<file path="src/rtl/wb_pkg.sv">
// Shared widths, PPP encodings and the PPP-to-byte-mask decode for the writeback stage.
// Buses are [0:N-1]: bit 0 is the MSB and mask bit k enables byte k = bits [8k:8k+7].
package wb_pkg;

    localparam int unsigned DATA_W = 64;
    localparam int unsigned REG_AW = 5;
    localparam int unsigned NBYTE  = 8;

    localparam logic [0:2] PPP_A = 3'b000;
    localparam logic [0:2] PPP_U = 3'b001;
    localparam logic [0:2] PPP_D = 3'b010;
    localparam logic [0:2] PPP_E = 3'b011;
    localparam logic [0:2] PPP_O = 3'b100;

    function automatic logic [0:NBYTE-1] ppp_to_mask(input logic [0:2] ppp);
        case (ppp)
            PPP_A:   return 8'b1111_1111;
            PPP_U:   return 8'b1111_0000;
            PPP_D:   return 8'b0000_1111;
            PPP_E:   return 8'b1010_1010;
            PPP_O:   return 8'b0101_0101;
            default: return 8'b0000_0000;
        endcase
    endfunction

endpackage

</file>
<file path="src/rtl/regfile_32x64_be.sv">
// 32 x 64-bit register file: one byte-enabled write port, two asynchronous read ports,
// synchronous clear. R0 ignores writes and always reads as zero.
module regfile_32x64_be
    import wb_pkg::*;
(
    input  logic              clk,
    input  logic              reset,
    input  logic              we,
    input  logic [0:REG_AW-1] waddr,
    input  logic [0:NBYTE-1]  wbe,
    input  logic [0:DATA_W-1] wdata,
    input  logic [0:REG_AW-1] raddr_a,
    input  logic [0:REG_AW-1] raddr_b,
    output logic [0:DATA_W-1] rdata_a,
    output logic [0:DATA_W-1] rdata_b
);

    logic [0:DATA_W-1] mem_q [32];
    logic [0:DATA_W-1] mem_d [32];

    always_comb begin
        mem_d = mem_q;
        if (we && (waddr != '0)) begin
            for (int b = 0; b < NBYTE; b++) begin
                if (wbe[b]) mem_d[waddr][8*b +: 8] = wdata[8*b +: 8];
            end
        end
    end

    always_ff @(posedge clk) begin
        if (reset) begin
            for (int i = 0; i < 32; i++) mem_q[i] <= '0;
        end else begin
            mem_q <= mem_d;
        end
    end

    assign rdata_a = (raddr_a == '0) ? '0 : mem_q[raddr_a];
    assign rdata_b = (raddr_b == '0) ? '0 : mem_q[raddr_b];

endmodule

</file>
<file path="src/rtl/wb_commit_stage.sv">
// Writeback stage: one-entry pending slot for ALU results, register-file write arbitration
// with load priority, younger-load mask merge, and write-through bypass on both read ports.
module wb_commit_stage
    import wb_pkg::*;
(
    input  logic              clk,
    input  logic              reset,
    input  logic              ex_valid,
    output logic              ex_ready,
    input  logic              ex_wren,
    input  logic [0:DATA_W-1] ex_result,
    input  logic [0:REG_AW-1] ex_rD,
    input  logic [0:2]        ex_PPP,
    input  logic              ld_valid,
    input  logic [0:REG_AW-1] ld_rD,
    input  logic [0:2]        ld_PPP,
    input  logic [0:DATA_W-1] ld_data,
    input  logic [0:REG_AW-1] rd_addrA,
    input  logic [0:REG_AW-1] rd_addrB,
    output logic [0:DATA_W-1] rd_dataA,
    output logic [0:DATA_W-1] rd_dataB,
    output logic              fwd_valid,
    output logic [0:REG_AW-1] fwd_rD,
    output logic [0:NBYTE-1]  fwd_mask,
    output logic [0:DATA_W-1] fwd_data
);

    logic              pend_valid_q, pend_valid_d;
    logic [0:REG_AW-1] pend_rd_q, pend_rd_d;
    logic [0:NBYTE-1]  pend_mask_q, pend_mask_d;
    logic [0:DATA_W-1] pend_data_q, pend_data_d;

    logic [0:NBYTE-1]  ld_mask, ex_mask;
    logic              pend_commit, accept, ld_wr, pend_wr;
    logic              rf_we;
    logic [0:REG_AW-1] rf_waddr;
    logic [0:NBYTE-1]  rf_wbe;
    logic [0:DATA_W-1] rf_wdata, rf_rdata_a, rf_rdata_b;

    assign ld_mask     = ppp_to_mask(ld_PPP);
    assign ex_mask     = ex_wren ? ppp_to_mask(ex_PPP) : '0;
    assign pend_commit = pend_valid_q & ~ld_valid;
    assign ex_ready    = ~reset & (~pend_valid_q | ~ld_valid);
    assign accept      = ex_valid & ex_ready;
    // Nothing commits at an edge where reset is high, so bypass must not show it either.
    assign ld_wr       = ld_valid & ~reset;
    assign pend_wr     = pend_commit & ~reset;

    always_comb begin
        rf_we    = 1'b0;
        rf_waddr = '0;
        rf_wbe   = '0;
        rf_wdata = '0;
        if (ld_valid) begin
            rf_we    = 1'b1;
            rf_waddr = ld_rD;
            rf_wbe   = ld_mask;
            rf_wdata = ld_data;
        end else if (pend_valid_q) begin
            rf_we    = 1'b1;
            rf_waddr = pend_rd_q;
            rf_wbe   = pend_mask_q;
            rf_wdata = pend_data_q;
        end
    end

    always_comb begin
        pend_valid_d = pend_valid_q;
        pend_rd_d    = pend_rd_q;
        pend_mask_d  = pend_mask_q;
        pend_data_d  = pend_data_q;
        if (pend_commit) begin
            pend_valid_d = 1'b0;
        end else if (pend_valid_q && (pend_rd_q == ld_rD)) begin
            pend_mask_d = pend_mask_q & ~ld_mask;
        end
        if (accept) begin
            pend_valid_d = 1'b1;
            pend_rd_d    = ex_rD;
            pend_mask_d  = ex_mask;
            pend_data_d  = ex_result;
        end
    end

    always_ff @(posedge clk) begin
        if (reset) begin
            pend_valid_q <= 1'b0;
            pend_rd_q    <= '0;
            pend_mask_q  <= '0;
            pend_data_q  <= '0;
        end else begin
            pend_valid_q <= pend_valid_d;
            pend_rd_q    <= pend_rd_d;
            pend_mask_q  <= pend_mask_d;
            pend_data_q  <= pend_data_d;
        end
    end

    regfile_32x64_be u_regfile (
        .clk     (clk),
        .reset   (reset),
        .we      (rf_we),
        .waddr   (rf_waddr),
        .wbe     (rf_wbe),
        .wdata   (rf_wdata),
        .raddr_a (rd_addrA),
        .raddr_b (rd_addrB),
        .rdata_a (rf_rdata_a),
        .rdata_b (rf_rdata_b)
    );

    function automatic logic [0:DATA_W-1] bypass(input logic [0:REG_AW-1] addr,
                                                  input logic [0:DATA_W-1] base);
        logic [0:DATA_W-1] res;
        res = base;
        for (int b = 0; b < NBYTE; b++) begin
            if (pend_wr && (pend_rd_q == addr) && pend_mask_q[b]) begin
                res[8*b +: 8] = pend_data_q[8*b +: 8];
            end
            if (ld_wr && (ld_rD == addr) && ld_mask[b]) begin
                res[8*b +: 8] = ld_data[8*b +: 8];
            end
        end
        if (addr == '0) res = '0;
        return res;
    endfunction

    assign rd_dataA  = bypass(rd_addrA, rf_rdata_a);
    assign rd_dataB  = bypass(rd_addrB, rf_rdata_b);

    assign fwd_valid = pend_valid_q;
    assign fwd_rD    = pend_rd_q;
    assign fwd_mask  = pend_valid_q ? pend_mask_q : '0;
    assign fwd_data  = pend_data_q;

endmodule
</file>
<file path="config.mk">
export PLATFORM = sky130hd
export DESIGN_NAME = wb_commit_stage
export DESIGN_NICKNAME = d
export VERILOG_FILES = /design/src/rtl/wb_pkg.sv /design/src/rtl/regfile_32x64_be.sv /design/src/rtl/wb_commit_stage.sv
export SDC_FILE = /design/constraint.sdc
export NUM_CORES = 2
export LEC_CHECK = 0
export CORE_MARGIN = 3
export CORE_UTILIZATION = 40
export DETAILED_ROUTE_END_ITERATION = 7
export DONT_BUFFER_PORTS = 1
export SLEW_MARGIN = 10
export SYNTH_ARGS = -nofsm -noshare
export SYNTH_HDL_FRONTEND = slang
export SYNTH_SLANG_ARGS = --single-unit
</file>
<file path="constraint.sdc">
create_clock -name clk -period 7.75 [get_ports clk]
set_clock_uncertainty 0.2 [all_clocks]
set_input_delay 1.55 -clock clk [delete_from_list [all_inputs] [get_ports clk]]
set_output_delay 1.55 -clock clk [all_outputs]
set_load 0.05 [all_outputs]
</file>
==> run_results.csv <==
group,metric,value,unit
cells_and_area,final_cell_area,120000,µm²
place,place_area,112000,µm²
worst_hold_path,whs_path_depth,1,
clocking,clock_sinks,2126,
detailed_routing,vias,95600,
clocking,clkLatencyLatePin,0.92,ns
yosys,syn_nets,11300,
clocking,cts_buffers,239,
worst_setup_path,endpoint_kind,"output port",
yosys,ys_dominant_reg_cell,"dfxtp_1",
cells_and_area,n_fill_cell,24800,
clocking,clk_pin_slew,0.06,ns
detailed_routing,wl_per_cell,30.9,µm
global_routing,grt_pass1_wl,638,mm
die,num_rows,189,
place,gp_congestion,0.955,
clocking,cts_setup_buffers,0,
yosys,synth_edf_count,0,
place,dpl.cell_count,14000,
timing,drv_slew,375,
worst_hold_path,hold_path_end,"u_regfile.mem_q[2044]$_SDFFE_PP0P_",
timing,hold_viol_final,0,
worst_setup_path,critPathMaxFanout,497,
timing,slew_headroom,-0.267,
cells_and_area,final_nets,10800,
die,die_area,275000,µm²
timing,post-route-min-period,7.66,ns
detailed_routing,routed_wirelength,446,mm
yosys,ys_types,68,
worst_setup_path,r2r_cells,9,
timing,post-route-period-util,0.989,
timing,setup-tns-final,0,ns
cells_and_area,final_cells,14400,
worst_setup_path,arrival,5.91,ns
yosys,async_flop_share,0,
worst_setup_path,crit_type,"input port to output port",
timing,tightest_slew,1.90,ns
global_routing,first_global_vias,89800,
global_routing,grt_antenna_before_repair,24,
power_and_ir_drop,leakage,38.7,nW
global_routing,grtUsageTotal,0.308,
yosys,postSynthAreaPerCell,9.62,µm²
yosys,synth_area_leaders,"dfxtp_1 (40%), mux4_2 (17%), a211oi_1 (13%)",
detailed_routing,dr.pass1.iters,8,
power_and_ir_drop,power_density,210,nW/µm²
yosys,yosysSeqAreaShare,0.396,
global_routing,overflow,0,
yosys,synth_commonest_cells,"nor2_1 (2305), dfxtp_1 (2126), a211oi_1 (1837)",
clocking,cts_root_buf,"clkbuf_16",
cells_and_area,drive_gt1_frac,0.182,
yosys,synthCells,11200,
timing,finalSetupViolCount,0,
worst_setup_path,r2r_slack,2.11,ns
detailed_routing,viasPerCell,6.63,
die,die_h,525,µm
clocking,clk_path_buf_depth,4,
yosys,yosysTopAreaCellShare,0.396,
worst_hold_path,hold_start,"u_regfile.mem_q[2044]$_SDFFE_PP0P_",
worst_setup_path,cp.required,6.00,ns
clocking,holdBufCountCts,0,
yosys,yosysMostFrequentCell,"nor2_1",
power_and_ir_drop,ir_drop,0.174,mV
worst_setup_path,critPathLaunchType,"input port",
yosys,yosysTopAreaCell,"dfxtp_1",
detailed_routing,drcViolationCount,0,
global_routing,grt_max_degree,498,
worst_setup_path,rr_startpoint,"fwd_valid$_SDFFE_PP0P_",
timing,rsz0062_at_grt,"no",
job,drv_cap,1,
clocking,htree_num_levels,4,
place,io_buffers,0,
detailed_routing,drtAntennaViolNets,0,
die,die_width,525,µm
detailed_routing,drt_iter0_drc,12800,
die,start_util,0.404,
die,coreArea,267000,µm²
timing,layout_setup_ws,0.0885,ns
yosys,synthesis.area,108000,µm²
status,violations,"capacitance limit, slew limit",
yosys,yosys_warnings,0,
clocking,cts_tree,"done",
cells_and_area,areaGrowthSynthToFinish,11.6,%
worst_hold_path,hp-class,"register to register",
status,status,"finished, violations left",
clocking,cts_resized,0,
worst_setup_path,rr_endpoint,"u_regfile.mem_q[441]$_SDFFE_PP0P_",
cells_and_area,post-route-util,0.450,
place,preCtsSetupSlack,0.922,ns
die,boundaryPins,366,
place,dp_hpwl,276,mm
yosys,synth-seq-cells,2126,
timing,max_freq,131,MHz
cells in the final DEF (no fill, tap or decap), types with 15 or more instances in the layout:
cell type and n:
nor2_2 38, nor4_1 38, bufinv_16 23, o21ai_0 95, nand2_1 381, a22oi_1 272
nor3_1 188, a31oi_1 18, buf_16 15, clkbuf_8 56, clkbuf_1 43, buf_4 470
mux2i_1 519, nand3_1 156, clkbuf_16 242, clkinv_2 47, diode_2 22, xor2_1 24
nor2_4 21, a221oi_1 22, a311oi_1 32, nor2b_1 98, nand4_1 31, mux4_2 816
and3_1 21, and2_1 20, nand3b_1 69, nor2_1 2278, dfxtp_1 2125, a21oi_1 303
o22ai_1 182, mux2_2 52, o211ai_1 23, a21oi_2 64, nor3_2 23, a211oi_1 1837
flip-flops by register name (all words and copies together) (netlist names):
register / cells
pend_mask_q: 8
fwd_rD: 5
fwd_data: 64
fwd_valid: 1
u_regfile.mem_q: 2048
worst max-delay path by stage:
| stage | start | endpoint | slack, ns | cells after the start |
|---|---|---|---|---|
| 2_1_floorplan | rd_addrB[4] | rd_dataB[57] | 1.21 | 10 |
| 3_3_place_gp | rd_addrB[3] | rd_dataB[50] | 0.92 | 5 |
| 3_5_place_dp | rd_addrB[3] | rd_dataB[34] | 0.92 | 5 |
| 4_1_cts | rd_addrB[3] | rd_dataB[34] | 0.89 | 5 |
| 5_1_grt | rd_addrA[4] | rd_dataA[60] | 0.12 | 10 |
| 6_report | rd_addrB[3] | rd_dataB[13] | 0.09 | 8 |
metal layers:
metal / GRT usage / up-vias / share of wire
met1: 0.394 / 47000 / 0.38
met2: 0.453 / 6227 / 0.43
met3: 0.103 / 1274 / 0.12
met5: 0 / - / 0.00022
met4: 0.178 / 8 / 0.067
li1: - / 41200 / -
cell families (layout without fill, tap and decap cells):
| family | after synthesis | count (layout) | share of synthesized area |
|---|---|---|---|
| XOR/XNOR | 25 | 25 | 0.00203 |
| multiplexers | 1387 | 1387 | 0.225 |
| AND/OR/NAND/NOR | 3449 | 3449 | 0.136 |
| AO/OA/AOI/OAI | 2956 | 2956 | 0.195 |
| flip-flops | 2126 | 2126 | 0.396 |
| buffers and inverters | 1240 | 936 | 0.0473 |
| other | 0 | 22 | 0 |
worst max-delay path: stages:
cell and delay, ns:
xor2_1 0.44, nor4_1 1.01, nand3_2 0.60, nor2_1 0.99
buf_4 0.35, nand2_1 0.07, nand2_1 0.08, buf_4 0.22
where the power goes:
group          total (mW)  switching (mW)  internal [mW]  leakage (nW)
Sequential           11.2           0.169           11.0          17.1
Combinational        2.21            1.53          0.681          17.6
Clock                11.8            4.87           6.96          3.98
area by class of cell:
type / count / area [µm²] / area share
inverters: 8 / 32.5 / 0.000271
diodes: 22 / 55.1 / 0.000459
repair buffers: 498 / 4140 / 0.0345
clock inverters: 91 / 1110 / 0.00921
clock buffers: 339 / 6940 / 0.0578
flip-flops and latches: 2126 / 42600 / 0.355
well taps: 3533 / 4420 / 0.0368
multi-input cells: 7817 / 60800 / 0.506
through the flow:
stage          power (mW)  hold WS [ns]
2_1_floorplan        13.0         0.251
3_3_place_gp         13.4         0.261
3_5_place_dp         13.4         0.267
4_1_cts              25.1         0.280
5_1_grt              25.8         0.292
6_report             25.2         0.279
(Power assumes the default switching activity.)
